==> src/rtl/aludec_mdu_ctrl_pkg.sv <==
// Shared encodings for the decode-to-execute control block: opcodes, functs,
// ALU control words, MDU class codes and sequencer states.
package aludec_mdu_ctrl_pkg;

  // Opcodes
  localparam logic [5:0] OpRtype = 6'b000000;
  localparam logic [5:0] OpJ     = 6'b000010;
  localparam logic [5:0] OpJal   = 6'b000011;
  localparam logic [5:0] OpBeq   = 6'b000100;
  localparam logic [5:0] OpBne   = 6'b000101;
  localparam logic [5:0] OpAddi  = 6'b001000;
  localparam logic [5:0] OpAddiu = 6'b001001;
  localparam logic [5:0] OpSlti  = 6'b001010;
  localparam logic [5:0] OpSltiu = 6'b001011;
  localparam logic [5:0] OpAndi  = 6'b001100;
  localparam logic [5:0] OpOri   = 6'b001101;
  localparam logic [5:0] OpXori  = 6'b001110;
  localparam logic [5:0] OpLui   = 6'b001111;
  localparam logic [5:0] OpLw    = 6'b100011;
  localparam logic [5:0] OpSw    = 6'b101011;

  // R-type functs
  localparam logic [5:0] FnSll   = 6'b000000;
  localparam logic [5:0] FnSrl   = 6'b000010;
  localparam logic [5:0] FnSra   = 6'b000011;
  localparam logic [5:0] FnSllv  = 6'b000100;
  localparam logic [5:0] FnSrlv  = 6'b000110;
  localparam logic [5:0] FnSrav  = 6'b000111;
  localparam logic [5:0] FnMfhi  = 6'b010000;
  localparam logic [5:0] FnMthi  = 6'b010001;
  localparam logic [5:0] FnMflo  = 6'b010010;
  localparam logic [5:0] FnMtlo  = 6'b010011;
  localparam logic [5:0] FnMult  = 6'b011000;
  localparam logic [5:0] FnMultu = 6'b011001;
  localparam logic [5:0] FnDiv   = 6'b011010;
  localparam logic [5:0] FnDivu  = 6'b011011;
  localparam logic [5:0] FnAdd   = 6'b100000;
  localparam logic [5:0] FnAddu  = 6'b100001;
  localparam logic [5:0] FnSub   = 6'b100010;
  localparam logic [5:0] FnSubu  = 6'b100011;
  localparam logic [5:0] FnAnd   = 6'b100100;
  localparam logic [5:0] FnOr    = 6'b100101;
  localparam logic [5:0] FnXor   = 6'b100110;
  localparam logic [5:0] FnNor   = 6'b100111;
  localparam logic [5:0] FnSlt   = 6'b101010;
  localparam logic [5:0] FnSltu  = 6'b101011;

  // ALU control words; NOP is zero so a cleared register is a bubble
  typedef enum logic [4:0] {
    AluNop  = 5'd0,
    AluAdd  = 5'd1,
    AluAddu = 5'd2,
    AluSub  = 5'd3,
    AluSubu = 5'd4,
    AluAnd  = 5'd5,
    AluOr   = 5'd6,
    AluXor  = 5'd7,
    AluNor  = 5'd8,
    AluSlt  = 5'd9,
    AluSltu = 5'd10,
    AluSll  = 5'd11,
    AluSrl  = 5'd12,
    AluSra  = 5'd13,
    AluLui  = 5'd14
  } alu_ctrl_e;

  // MDU class of an instruction; MdcHilo covers MFHI/MFLO/MTHI/MTLO
  typedef enum logic [2:0] {
    MdcNone  = 3'd0,
    MdcMult  = 3'd1,
    MdcMultu = 3'd2,
    MdcDiv   = 3'd3,
    MdcDivu  = 3'd4,
    MdcHilo  = 3'd5
  } mdu_cls_e;

  // Operation code sent to the MDU datapath
  typedef enum logic [1:0] {
    MduMult  = 2'b00,
    MduMultu = 2'b01,
    MduDiv   = 2'b10,
    MduDivu  = 2'b11
  } mdu_op_e;

  // Sequencer states
  typedef enum logic [1:0] {
    StIdle = 2'd0,
    StRun  = 2'd1,
    StDone = 2'd2
  } mdu_state_e;

  // True for classes that actually launch an MDU operation
  function automatic logic cls_is_muldiv(mdu_cls_e cls);
    return (cls == MdcMult) || (cls == MdcMultu) || (cls == MdcDiv) || (cls == MdcDivu);
  endfunction

  // True for the divide classes, which use the longer latency
  function automatic logic cls_is_div(mdu_cls_e cls);
    return (cls == MdcDiv) || (cls == MdcDivu);
  endfunction

  function automatic mdu_op_e cls_to_op(mdu_cls_e cls);
    unique case (cls)
      MdcMultu: return MduMultu;
      MdcDiv:   return MduDiv;
      MdcDivu:  return MduDivu;
      default:  return MduMult;
    endcase
  endfunction

endpackage

==> src/rtl/aludec_mdu_ctrl_if.sv <==
// D-stage inputs and E-stage/MDU outputs of the decode-to-execute control block.
interface aludec_mdu_ctrl_if #(
  parameter int unsigned CTRL_W = 5
);
  logic [5:0]        op;
  logic [5:0]        funct;
  logic              valid_d;
  logic              stall_i;
  logic              flush_i;
  logic [CTRL_W-1:0] aluctrl_e;
  logic              ri_e;
  logic              mdu_start;
  logic [1:0]        mdu_op;
  logic              mdu_busy;
  logic              hilo_we;
  logic              stall_o;

  // Controller / hazard-unit side
  modport master (
    output op, funct, valid_d, stall_i, flush_i,
    input  aluctrl_e, ri_e, mdu_start, mdu_op, mdu_busy, hilo_we, stall_o
  );

  // Control block side
  modport slave (
    input  op, funct, valid_d, stall_i, flush_i,
    output aluctrl_e, ri_e, mdu_start, mdu_op, mdu_busy, hilo_we, stall_o
  );
endinterface

==> src/rtl/aludec_mdu_ctrl_mdu_seq.sv <==
// Multiply/divide sequencer: IDLE/RUN/DONE FSM, latency counter and a started
// flag so an op held in E by a stall is launched only once.
module mdu_seq
  import aludec_mdu_ctrl_pkg::*;
#(
  parameter int unsigned MUL_CYCLES = 2,
  parameter int unsigned DIV_CYCLES = 32
) (
  input  logic     clk,
  input  logic     resetn,
  input  logic     i_e_valid,
  input  mdu_cls_e i_e_cls,
  input  logic     i_de_load,   // D->E register loads this cycle
  output logic     o_start,
  output logic [1:0] o_op,
  output logic     o_busy,
  output logic     o_hilo_we
);

  localparam int unsigned CntW = (DIV_CYCLES > 1) ? $clog2(DIV_CYCLES) : 1;
  localparam logic [CntW-1:0] MulLoad = CntW'(MUL_CYCLES - 1);
  localparam logic [CntW-1:0] DivLoad = CntW'(DIV_CYCLES - 1);

  mdu_state_e      r_state, w_state_d;
  logic [CntW-1:0] r_cnt, w_cnt_d;
  logic            r_started, w_started_d;
  logic [CntW-1:0] w_load;

  // Next state, counter and start pulse
  always_comb begin
    w_state_d = r_state;
    w_cnt_d   = r_cnt;
    w_load    = cls_is_div(i_e_cls) ? DivLoad : MulLoad;
    o_start   = i_e_valid && cls_is_muldiv(i_e_cls) && !r_started &&
                ((r_state == StIdle) || (r_state == StDone));

    unique case (r_state)
      StIdle: ;
      StRun: begin
        w_cnt_d = r_cnt - 1'b1;
        // Counter reaching zero after this decrement ends RUN
        if (r_cnt <= CntW'(1)) begin
          w_state_d = StDone;
        end
      end
      StDone:  w_state_d = StIdle;
      default: w_state_d = StIdle;
    endcase

    // A start overrides the DONE->IDLE return, giving back-to-back ops
    if (o_start) begin
      w_cnt_d   = w_load;
      w_state_d = (w_load == '0) ? StDone : StRun;
    end

    // A new instruction entering E may start again; otherwise remember the launch
    w_started_d = i_de_load ? 1'b0 : (r_started | o_start);

    o_op      = o_start ? cls_to_op(i_e_cls) : MduMult;
    o_busy    = (r_state == StRun);
    o_hilo_we = (r_state == StDone);
  end

  // State, counter and started flag; only reset aborts a running op
  always_ff @(posedge clk) begin
    if (!resetn) begin
      r_state   <= StIdle;
      r_cnt     <= '0;
      r_started <= 1'b0;
    end else begin
      r_state   <= w_state_d;
      r_cnt     <= w_cnt_d;
      r_started <= w_started_d;
    end
  end

endmodule

==> src/rtl/aludec_mdu_ctrl.sv <==
// Decode-to-execute control: ALU decode, D->E pipeline register and MDU
// sequencing with a HI/LO hazard stall towards the D stage.
module aludec_mdu_ctrl
  import aludec_mdu_ctrl_pkg::*;
#(
  parameter int unsigned CTRL_W     = 5,
  parameter int unsigned MUL_CYCLES = 2,   // >= 1
  parameter int unsigned DIV_CYCLES = 32   // >= 1 and >= MUL_CYCLES
) (
  input logic              clk,
  input logic              resetn,
  aludec_mdu_ctrl_if.slave bus
);

  alu_ctrl_e         w_dec_ctrl;
  logic              w_dec_ri;
  mdu_cls_e          w_dec_cls;

  logic [CTRL_W-1:0] r_ctrl_e;
  logic              r_ri_e;
  logic              r_valid_e;
  mdu_cls_e          r_cls_e;

  logic              w_de_load;
  logic              w_start;
  logic [1:0]        w_op;
  logic              w_busy;
  logic              w_hilo_we;

  // D-stage decode of op/funct into ALU control, RI flag and MDU class
  always_comb begin
    w_dec_ctrl = AluNop;
    w_dec_ri   = 1'b0;
    w_dec_cls  = MdcNone;
    case (bus.op)
      OpRtype: begin
        case (bus.funct)
          FnAdd:           w_dec_ctrl = AluAdd;
          FnAddu:          w_dec_ctrl = AluAddu;
          FnSub:           w_dec_ctrl = AluSub;
          FnSubu:          w_dec_ctrl = AluSubu;
          FnAnd:           w_dec_ctrl = AluAnd;
          FnOr:            w_dec_ctrl = AluOr;
          FnXor:           w_dec_ctrl = AluXor;
          FnNor:           w_dec_ctrl = AluNor;
          FnSlt:           w_dec_ctrl = AluSlt;
          FnSltu:          w_dec_ctrl = AluSltu;
          FnSll, FnSllv:   w_dec_ctrl = AluSll;
          FnSrl, FnSrlv:   w_dec_ctrl = AluSrl;
          FnSra, FnSrav:   w_dec_ctrl = AluSra;
          FnMult:          w_dec_cls  = MdcMult;
          FnMultu:         w_dec_cls  = MdcMultu;
          FnDiv:           w_dec_cls  = MdcDiv;
          FnDivu:          w_dec_cls  = MdcDivu;
          FnMfhi, FnMflo,
          FnMthi, FnMtlo:  w_dec_cls  = MdcHilo;
          default:         w_dec_ri   = 1'b1;
        endcase
      end
      OpAddi:                   w_dec_ctrl = AluAdd;
      OpAddiu:                  w_dec_ctrl = AluAddu;
      OpSlti:                   w_dec_ctrl = AluSlt;
      OpSltiu:                  w_dec_ctrl = AluSltu;
      OpAndi:                   w_dec_ctrl = AluAnd;
      OpOri:                    w_dec_ctrl = AluOr;
      OpXori:                   w_dec_ctrl = AluXor;
      OpLui:                    w_dec_ctrl = AluLui;
      OpLw, OpSw, OpJ, OpJal:   w_dec_ctrl = AluAdd;
      OpBeq, OpBne:             w_dec_ctrl = AluSub;
      default:                  w_dec_ri   = 1'b1;
    endcase
  end

  // D->E register: flush beats stall, a stall holds, otherwise load (bubble if !valid_d)
  always_ff @(posedge clk) begin
    if (!resetn || bus.flush_i) begin
      r_ctrl_e  <= CTRL_W'(AluNop);
      r_ri_e    <= 1'b0;
      r_valid_e <= 1'b0;
      r_cls_e   <= MdcNone;
    end else if (!bus.stall_i) begin
      if (bus.valid_d) begin
        r_ctrl_e  <= CTRL_W'(w_dec_ctrl);
        r_ri_e    <= w_dec_ri;
        r_valid_e <= 1'b1;
        r_cls_e   <= w_dec_cls;
      end else begin
        r_ctrl_e  <= CTRL_W'(AluNop);
        r_ri_e    <= 1'b0;
        r_valid_e <= 1'b0;
        r_cls_e   <= MdcNone;
      end
    end
  end

  assign w_de_load = bus.flush_i | ~bus.stall_i;

  mdu_seq #(
    .MUL_CYCLES (MUL_CYCLES),
    .DIV_CYCLES (DIV_CYCLES)
  ) u_mdu_seq (
    .clk        (clk),
    .resetn     (resetn),
    .i_e_valid  (r_valid_e),
    .i_e_cls    (r_cls_e),
    .i_de_load  (w_de_load),
    .o_start    (w_start),
    .o_op       (w_op),
    .o_busy     (w_busy),
    .o_hilo_we  (w_hilo_we)
  );

  // Outputs; the HI/LO stall is purely combinational on the D inputs. DONE is
  // excluded because HI/LO is written on that edge, before a D op reaches E.
  always_comb begin
    bus.aluctrl_e = r_ctrl_e;
    bus.ri_e      = r_ri_e;
    bus.mdu_start = w_start;
    bus.mdu_op    = w_op;
    bus.mdu_busy  = w_busy;
    bus.hilo_we   = w_hilo_we;
    bus.stall_o   = bus.valid_d && (w_dec_cls != MdcNone) && (w_busy || w_start);
  end

endmodule

==> src/flat_wrapper.sv <==
// flat-port wrapper written by rule: the top's interface ports become plain ports
module aludec_mdu_ctrl_flat import aludec_mdu_ctrl_pkg::*;
#(
  parameter int unsigned CTRL_W     = 5,
  parameter int unsigned MUL_CYCLES = 2,          
  parameter int unsigned DIV_CYCLES = 32                            
)
  (clk, resetn, bus_op, bus_funct, bus_valid_d, bus_stall_i, bus_flush_i, bus_aluctrl_e, bus_ri_e, bus_mdu_start, bus_mdu_op, bus_mdu_busy, bus_hilo_we, bus_stall_o);
  aludec_mdu_ctrl_if #(.CTRL_W(CTRL_W)) bus_i ();
  input logic clk;
  input logic resetn;
  input wire logic [$bits(bus_i.op)-1:0] bus_op;
  input wire logic [$bits(bus_i.funct)-1:0] bus_funct;
  input wire logic [$bits(bus_i.valid_d)-1:0] bus_valid_d;
  input wire logic [$bits(bus_i.stall_i)-1:0] bus_stall_i;
  input wire logic [$bits(bus_i.flush_i)-1:0] bus_flush_i;
  output wire logic [$bits(bus_i.aluctrl_e)-1:0] bus_aluctrl_e;
  output wire logic [$bits(bus_i.ri_e)-1:0] bus_ri_e;
  output wire logic [$bits(bus_i.mdu_start)-1:0] bus_mdu_start;
  output wire logic [$bits(bus_i.mdu_op)-1:0] bus_mdu_op;
  output wire logic [$bits(bus_i.mdu_busy)-1:0] bus_mdu_busy;
  output wire logic [$bits(bus_i.hilo_we)-1:0] bus_hilo_we;
  output wire logic [$bits(bus_i.stall_o)-1:0] bus_stall_o;
  assign bus_i.op = bus_op;
  assign bus_i.funct = bus_funct;
  assign bus_i.valid_d = bus_valid_d;
  assign bus_i.stall_i = bus_stall_i;
  assign bus_i.flush_i = bus_flush_i;
  assign bus_aluctrl_e = bus_i.aluctrl_e;
  assign bus_ri_e = bus_i.ri_e;
  assign bus_mdu_start = bus_i.mdu_start;
  assign bus_mdu_op = bus_i.mdu_op;
  assign bus_mdu_busy = bus_i.mdu_busy;
  assign bus_hilo_we = bus_i.hilo_we;
  assign bus_stall_o = bus_i.stall_o;
  aludec_mdu_ctrl #(.CTRL_W(CTRL_W), .MUL_CYCLES(MUL_CYCLES), .DIV_CYCLES(DIV_CYCLES)) u_core (.clk(clk), .resetn(resetn), .bus(bus_i));
endmodule
==> config.mk <==
export PLATFORM = sky130hd
export DESIGN_NAME = aludec_mdu_ctrl_flat
export DESIGN_NICKNAME = d
export VERILOG_FILES = /design/src/rtl/aludec_mdu_ctrl_pkg.sv /design/src/rtl/aludec_mdu_ctrl_if.sv /design/src/rtl/aludec_mdu_ctrl_mdu_seq.sv /design/src/rtl/aludec_mdu_ctrl.sv /design/src/flat_wrapper.sv
export SDC_FILE = /design/constraint.sdc
export NUM_CORES = 1
export LEC_CHECK = 0
export CORE_AREA = 5 5 55 57
export DETAILED_ROUTE_END_ITERATION = 8
export DIE_AREA = 0 0 60 62
export PLACE_DENSITY_LB_ADDON = 0.12
export SYNTH_ARGS = -nofsm -noshare
export SYNTH_HDL_FRONTEND = slang
export SYNTH_SLANG_ARGS = --single-unit
==> constraint.sdc <==
create_clock -name clk -period 1.9 [get_ports clk]
set_input_delay 0.285 -clock clk [delete_from_list [all_inputs] [get_ports clk]]
set_output_delay 0.285 -clock clk [all_outputs]
set_load 0.1 [all_outputs]
# Word level (Yosys, flattened, before mapping)

Cells that the tools add are included.

$lt $le $gt $ge: 1
Mux-type cells: 19
Reduce and logical (&&, ||, !) cells: 30
Bitwise gates (word level): 4
Equal/unequal tests: 45
Add/subtract/negate cells: 1

Operator list:

| cell                                                           | number |
|---|---|
| == test 6 bit, second input constant                           | 12 |
| case mux 4 bit (13 select lines)                               | 1 |
| case mux 5 bit (10 select lines)                               | 1 |
| == test 6 x 4 -> 1 bit, second input constant                  | 8 |
| == test 6 x 5 -> 1 bit, second input constant                  | 8 |
| == test 6 x 3 -> 1 bit, second input constant                  | 5 |
| == test 6 x 2 -> 1 bit, second input constant                  | 4 |
| OR reduction 24 bit                                            | 1 |
| 2-to-1 mux 5 bit                                               | 4 |
| case mux 3 bit (5 select lines)                                | 1 |
| OR reduction 14 bit                                            | 1 |
| zero test 6 bit                                                | 2 |
| OR reduction 2 bit                                             | 5 |
| 2-to-1 mux 2 bit                                               | 4 |
| logical OR 1 bit                                               | 7 |
| == test 3 x 2 -> 1 bit, second input constant                  | 2 |
| 2-to-1 mux 3 bit                                               | 2 |
| case mux 2 bit (3 select lines)                                | 1 |
| less-or-equal comparator 5 x 1 -> 1 bit, second input constant | 1 |
| logical AND 1 bit                                              | 5 |
| zero test 5 bit                                                | 1 |
| OR reduction 5 bit                                             | 1 |
| subtractor 5 x 1 -> 5 bit, second input constant               | 1 |
| case mux 2 bit (2 select lines)                                | 1 |
| 16 further kinds                                               | 21 |

Input bits: 17
Register bits: 18

# Depth between registers and ports, before layout

Depth in word-level cells: 9
Gate-level depth with buffers: 6

# By module

A second synthesis with hierarchy kept.

Cell total of the unflattened synthesis: 157
Area total of the unflattened synthesis: 1,326.3 um2

Modules (own cells, without submodules):

| module          | sequential area each (um2) | cells an instance | area each (um2) | instances |
|---|---|---|---|---|
| aludec_mdu_ctrl | 180.2                      | 109               | 835.8           | 1 |
| mdu_seq         | 160.2                      | 48                | 490.5           | 1 |

# Least setup slack after synthesis

No wires, ideal clock.

Path kind: flip-flop to output port
From: reg u_core.u_mdu_seq.r_state[0]
To: out bus_stall_o
Required time: 1.615 ns
Buffers on the path: 1
Stages on the path, launching flop included: 5
Arrival: 3.984 ns
Path slack: -2.369 ns
Path through: dfxtp_1 nor2b_1 clkbuf_1 nor2_1 nor3b_1

Elaborated cells between the ends (all ways): 7
Classes of those cells: eq/ne: 2; reduce/logical: 5

RTL lines:

| what                     | line                          | RTL |
|---|---|---|
| start: declaration       | aludec_mdu_ctrl_mdu_seq.sv:24 | `mdu_state_e r_state, w_state_d;` |
| start signal: assignment | aludec_mdu_ctrl_mdu_seq.sv:67 | `r_state <= StIdle;` |
| start signal: assignment | aludec_mdu_ctrl_mdu_seq.sv:71 | `r_state <= w_state_d;` |
| == test 2 x 1 -> 1 bit   | aludec_mdu_ctrl_mdu_seq.sv:60 | `o_busy = (r_state == StRun);` |
| net bus_mdu_busy         | flat_wrapper.sv:21            | `output wire logic [$bits(bus_i.mdu_busy)-1:0] bus_mdu_busy;` |
| logical OR 1 bit         | aludec_mdu_ctrl.sv:122        | `bus.stall_o = bus.valid_d && (w_dec_cls != MdcNone) && (w_busy \|\| w_start);` |
| logical AND 1 bit        | aludec_mdu_ctrl.sv:122        |  |
| end: declaration         | flat_wrapper.sv:23            | `output wire logic [$bits(bus_i.stall_o)-1:0] bus_stall_o;` |

The timed path passes the listed nets, and every way through them passes these cells.

# Worst setup path after layout

From: reg u_core.r_cls_e[0]
To: out bus_stall_o

Word-level cells in the longest chain between the ends: 9
Elaborated cells between the ends (all ways): 12
Classes of those cells: eq/ne: 4; reduce/logical: 8

Ends and longest elaborated chain:

| what                                                             | line                          | RTL |
|---|---|---|
| start: declaration                                               | aludec_mdu_ctrl.sv:22         | `mdu_cls_e r_cls_e;` |
| start signal: assignment                                         | aludec_mdu_ctrl.sv:80         | `r_cls_e <= MdcNone;` |
| start signal: assignment                                         | aludec_mdu_ctrl.sv:86         | `r_cls_e <= w_dec_cls;` |
| start signal: assignment                                         | aludec_mdu_ctrl.sv:91         | `r_cls_e <= MdcNone;` |
| == test 3 x 1 -> 1 bit or == test 3 x 2 -> 1 bit (tied branches) | aludec_mdu_ctrl_pkg.sv:94     | `return (cls == MdcMult) \|\| (cls == MdcMultu) \|\| (cls == MdcDiv) \|\| (cls == MdcDivu);` |
| logical OR 1 bit (2 in series)                                   | aludec_mdu_ctrl_pkg.sv:94     |  |
| logical OR 1 bit (*)                                             | aludec_mdu_ctrl_pkg.sv:94     |  |
| logical AND 1 bit (*) (3 in series)                              | aludec_mdu_ctrl_mdu_seq.sv:34 | `o_start = i_e_valid && cls_is_muldiv(i_e_cls) && !r_started &&` |
| logical OR 1 bit (*)                                             | aludec_mdu_ctrl.sv:122        |  |
| logical AND 1 bit (*)                                            | aludec_mdu_ctrl.sv:122        |  |

Every way passes the cells marked *; elsewhere a longest branch is shown, timed or not.

==> reports/qor.txt <==
Largest area contributor in the synthesized netlist = dfxtp_1
Critical Path RT = 1.62 ns
Io pins = 29
DIE WIDTH = 60 um
Failing checks = setup timing
Final Power = 0.700 mW
Slew Limit Fails = 0
Syn Nets = 157
Avg WL per Cell = 14.0 um
Top cell type's share of synthesized area = 0.298
Worst setup SP type = flop
Fraction of layout cells with a size suffix above 1 = 0.357
Clock Latency Late Sink = 0.29 ns
GPL Wtd Cong = 0.894
R2r setup slk = 0.21 ns
GRT Resource Usage Total = 0.170
Critical R2R Launch = u_core.r_cls_e[0]$_SDFFE_PP0N_
Synth cell types = 53
I/O Buffers = 27
Post-synth EDFFs = 0
Critical path endpoint category = output port
DRC = 0
Post-layout utilization of the core = 0.715
Total grt overflow = 0
Worst R2R Path Depth = 7
DP HPWL = 2330 um
Final worst path period share = 1.06
Asr flop ratio synth = 0
Chip Height = 62 um
Static leakage = 0.734 nW
Hold path endpoint = u_core.r_valid_e$_SDFFE_PP0N_
H-tree depth = 1
Post-synth top cells = 17 x dfxtp_1, 11 x nor2_1, 9 x a21oi_1, 9 x o21ai_0, 6 x inv_1
Antenna-violating nets left = 0
Power per cell area = 402 mW/mm2
Worst EP arrival = 1.72 ns
Core box area = 0.00243 mm2
FILL cells = 195
Cell with the most instances after synthesis = dfxtp_1
Die area = 0.00372 mm2
Vias in the first global route = 1148
Initial antenna violation count = 0
Clock Skew = 0.000364 ns
Antenna cells = 0
Post-synthesis sequential area ratio = 0.298
Final wirelength = 3000 um
Crit-path slowest cell = or3b_4
Clock sinks = 17
Post-layout nets = 205
Syn Std Cell Area = 0.00114 mm2
Root Driver = clkbuf_4
Peak supply drop = 0.000370 V
First-pass GRT wire length = 4860 um
Drt first pass iters = 5
Vias per inst = 5.77
Num CTS Buffers = 3
Min-delay src = u_core.r_valid_e$_SDFFE_PP0N_
Status = finished, violations left
CP Cell Sequence = or3b_4 > a21oi_4 > nor2_4 > nor3b_4 > buf_12
Synth Register Bits = 17
Layout area overhead = 52.1%
Fin. Hold Viols = 0
Clock transition at path regs = 0.09 ns
Mean Syn Cell Area = 8.29 um2
CTS tree = built
Setup violators final = 3
Initial core utilization = 0.470
RSZ-0062 raised after global routing = true
Yosys warning count = 0
Synth area leaders = dfxtp_1 30%, a21oi_1 3.9%, o21ai_0 3.9%
Worst path max stage delay = 0.41 ns
Clock Tree Buf Depth = 2
Drt initial violations = 77
Syn Inst Count = 138
Worst Hold Class = flop to flop
MaxCap Viol Count = 0
Hold path depth = 1
CP Class = flop to output port
Worst reg2reg endpoint = u_core.u_mdu_seq.r_cnt[3]$_SDFFE_PN0P_
Worst setup margin = -0.107 ns
Via count = 1240
Highest clock rate = 498 MHz
# rows = 18
Main synth FF type = dfxtp_1
Crit path max fanout = 3
Largest net degree at the start of global routing = 14
Final worst path period need = 2.01 ns
report_power, final:
part	internal (mW)	total (mW)	switching [mW]	leakage, nW
sequential	0.355	0.356	0.000900	0.141
combinational	0.0756	0.156	0.0800	0.575
clock	0.0783	0.189	0.110	0.0177
total	0.509	0.700	0.191	0.734
critical path: cells and delay by family (launching register included):
family          cells  cell delay, ns
flops               1            0.35
simple gates        3            0.69
compound gates      1            0.18
buf+inv             1            0.20
worst max path at each step:
stage	from	end	slack, ns	cells after the start
after detailed placement	bus_op[0]	bus_stall_o	-0.38	6
after floorplan	bus_op[0]	bus_stall_o	-0.38	4
after global placement	bus_op[0]	bus_stall_o	-0.36	6
final	u_core.r_cls_e[0]$_SDFFE_PP0N_	bus_stall_o	-0.11	5
after CTS	u_core.r_cls_e[0]$_SDFFE_PP0N_	bus_stall_o	-0.15	5
after global routing	u_core.r_cls_e[0]$_SDFFE_PP0N_	bus_stall_o	-0.16	5
final cells by class:
cell class              count  area (um2)  share of cell area
repair buffers             51         494               0.284
well taps                  30        37.5              0.0216
multi-input cells         107         805               0.463
flip-flops and latches     17         353               0.203
clock buffers               3        22.5              0.0129
clock inverters             1        5.00             0.00288
inverters                   6        22.5              0.0129
cell usage in the layout (no fill, tap or decap), types with 2 or more instances in the layout:
cell type,synthesis,layout
buf_12,0,6
o21ai_0,9,9
inv_1,6,6
nor2b_1,4,3
a31oi_1,3,3
buf_4,1,28
o21a_1,3,3
nor3b_4,0,2
nand3b_1,3,3
dfxtp_1,17,11
nor4bb_1,2,2
o21bai_1,4,4
a22o_1,4,4
clkbuf_4,0,3
o211ai_1,2,2
dfxtp_2,0,4
nand2b_1,3,3
or3b_4,0,2
nand2_1,5,5
and3b_1,2,2
o22ai_1,2,2
ha_1,2,2
a21oi_4,0,2
a21o_1,2,2
clkdlybuf4s50_1,0,12
xnor2_1,2,2
dfxtp_4,0,2
o221a_2,2,2
nor2_1,11,10
buf_2,3,2
and2b_2,2,2
a21oi_1,9,8
metal layers:
metal	wire (um)	up-vias	track usage
li1	-	615	-
met1	1250	567	0.201
met2	1470	49	0.296
met3	192	9	0.0227
met4	86	0	0.0981
met5	0	-	0
kinds of logic after synthesis:
kind of cell | after synthesis | synth area share
compound gates | 55 | 0.346
other cells | 1 | 0.00328
flops | 17 | 0.298
fa+ha+maj | 2 | 0.0219
simple gates | 46 | 0.256
xor+xnor | 3 | 0.0230
buf+inv | 14 | 0.0525
timing repair:
| action | in CTS | in global routing |
|---|---|---|
| hold buffers | 0 | 0 |
| endpoints found under the hold margin | 0 | 0 |
| setup buffers | 4 | 4 |
| gates resized for setup | 13 | 7 |
| gates cloned | 0 | 0 |
| endpoints found under the setup margin | 3 | 4 |
| pin swaps | 7 | 6 |
through the flow:
stage	setup WS, ns	area [um2]	hold WS [ns]	std cells	TNS, ns
2_1_floorplan	-0.375	1220	0.419	138	-0.747
3_3_place_gp	-0.362	1640	0.431	203	-1.15
3_5_place_dp	-0.382	1640	0.437	203	-1.39
4_1_cts	-0.149	1700	0.462	211	-0.362
5_1_grt	-0.164	1740	0.474	215	-0.409
6_report	-0.107	1740	0.449	215	-0.233
flip-flops by register name, summed over array words and instances, names as in the netlist:
name / count
u_core.bus.ri_e: 1
u_core.u_mdu_seq.r_cnt: 5
u_core.u_mdu_seq.r_started: 1
u_core.bus.aluctrl_e: 4
u_core.r_cls_e: 3
u_core.r_valid_e: 1
u_core.u_mdu_seq.r_state: 2
(Power assumes the default switching activity.)
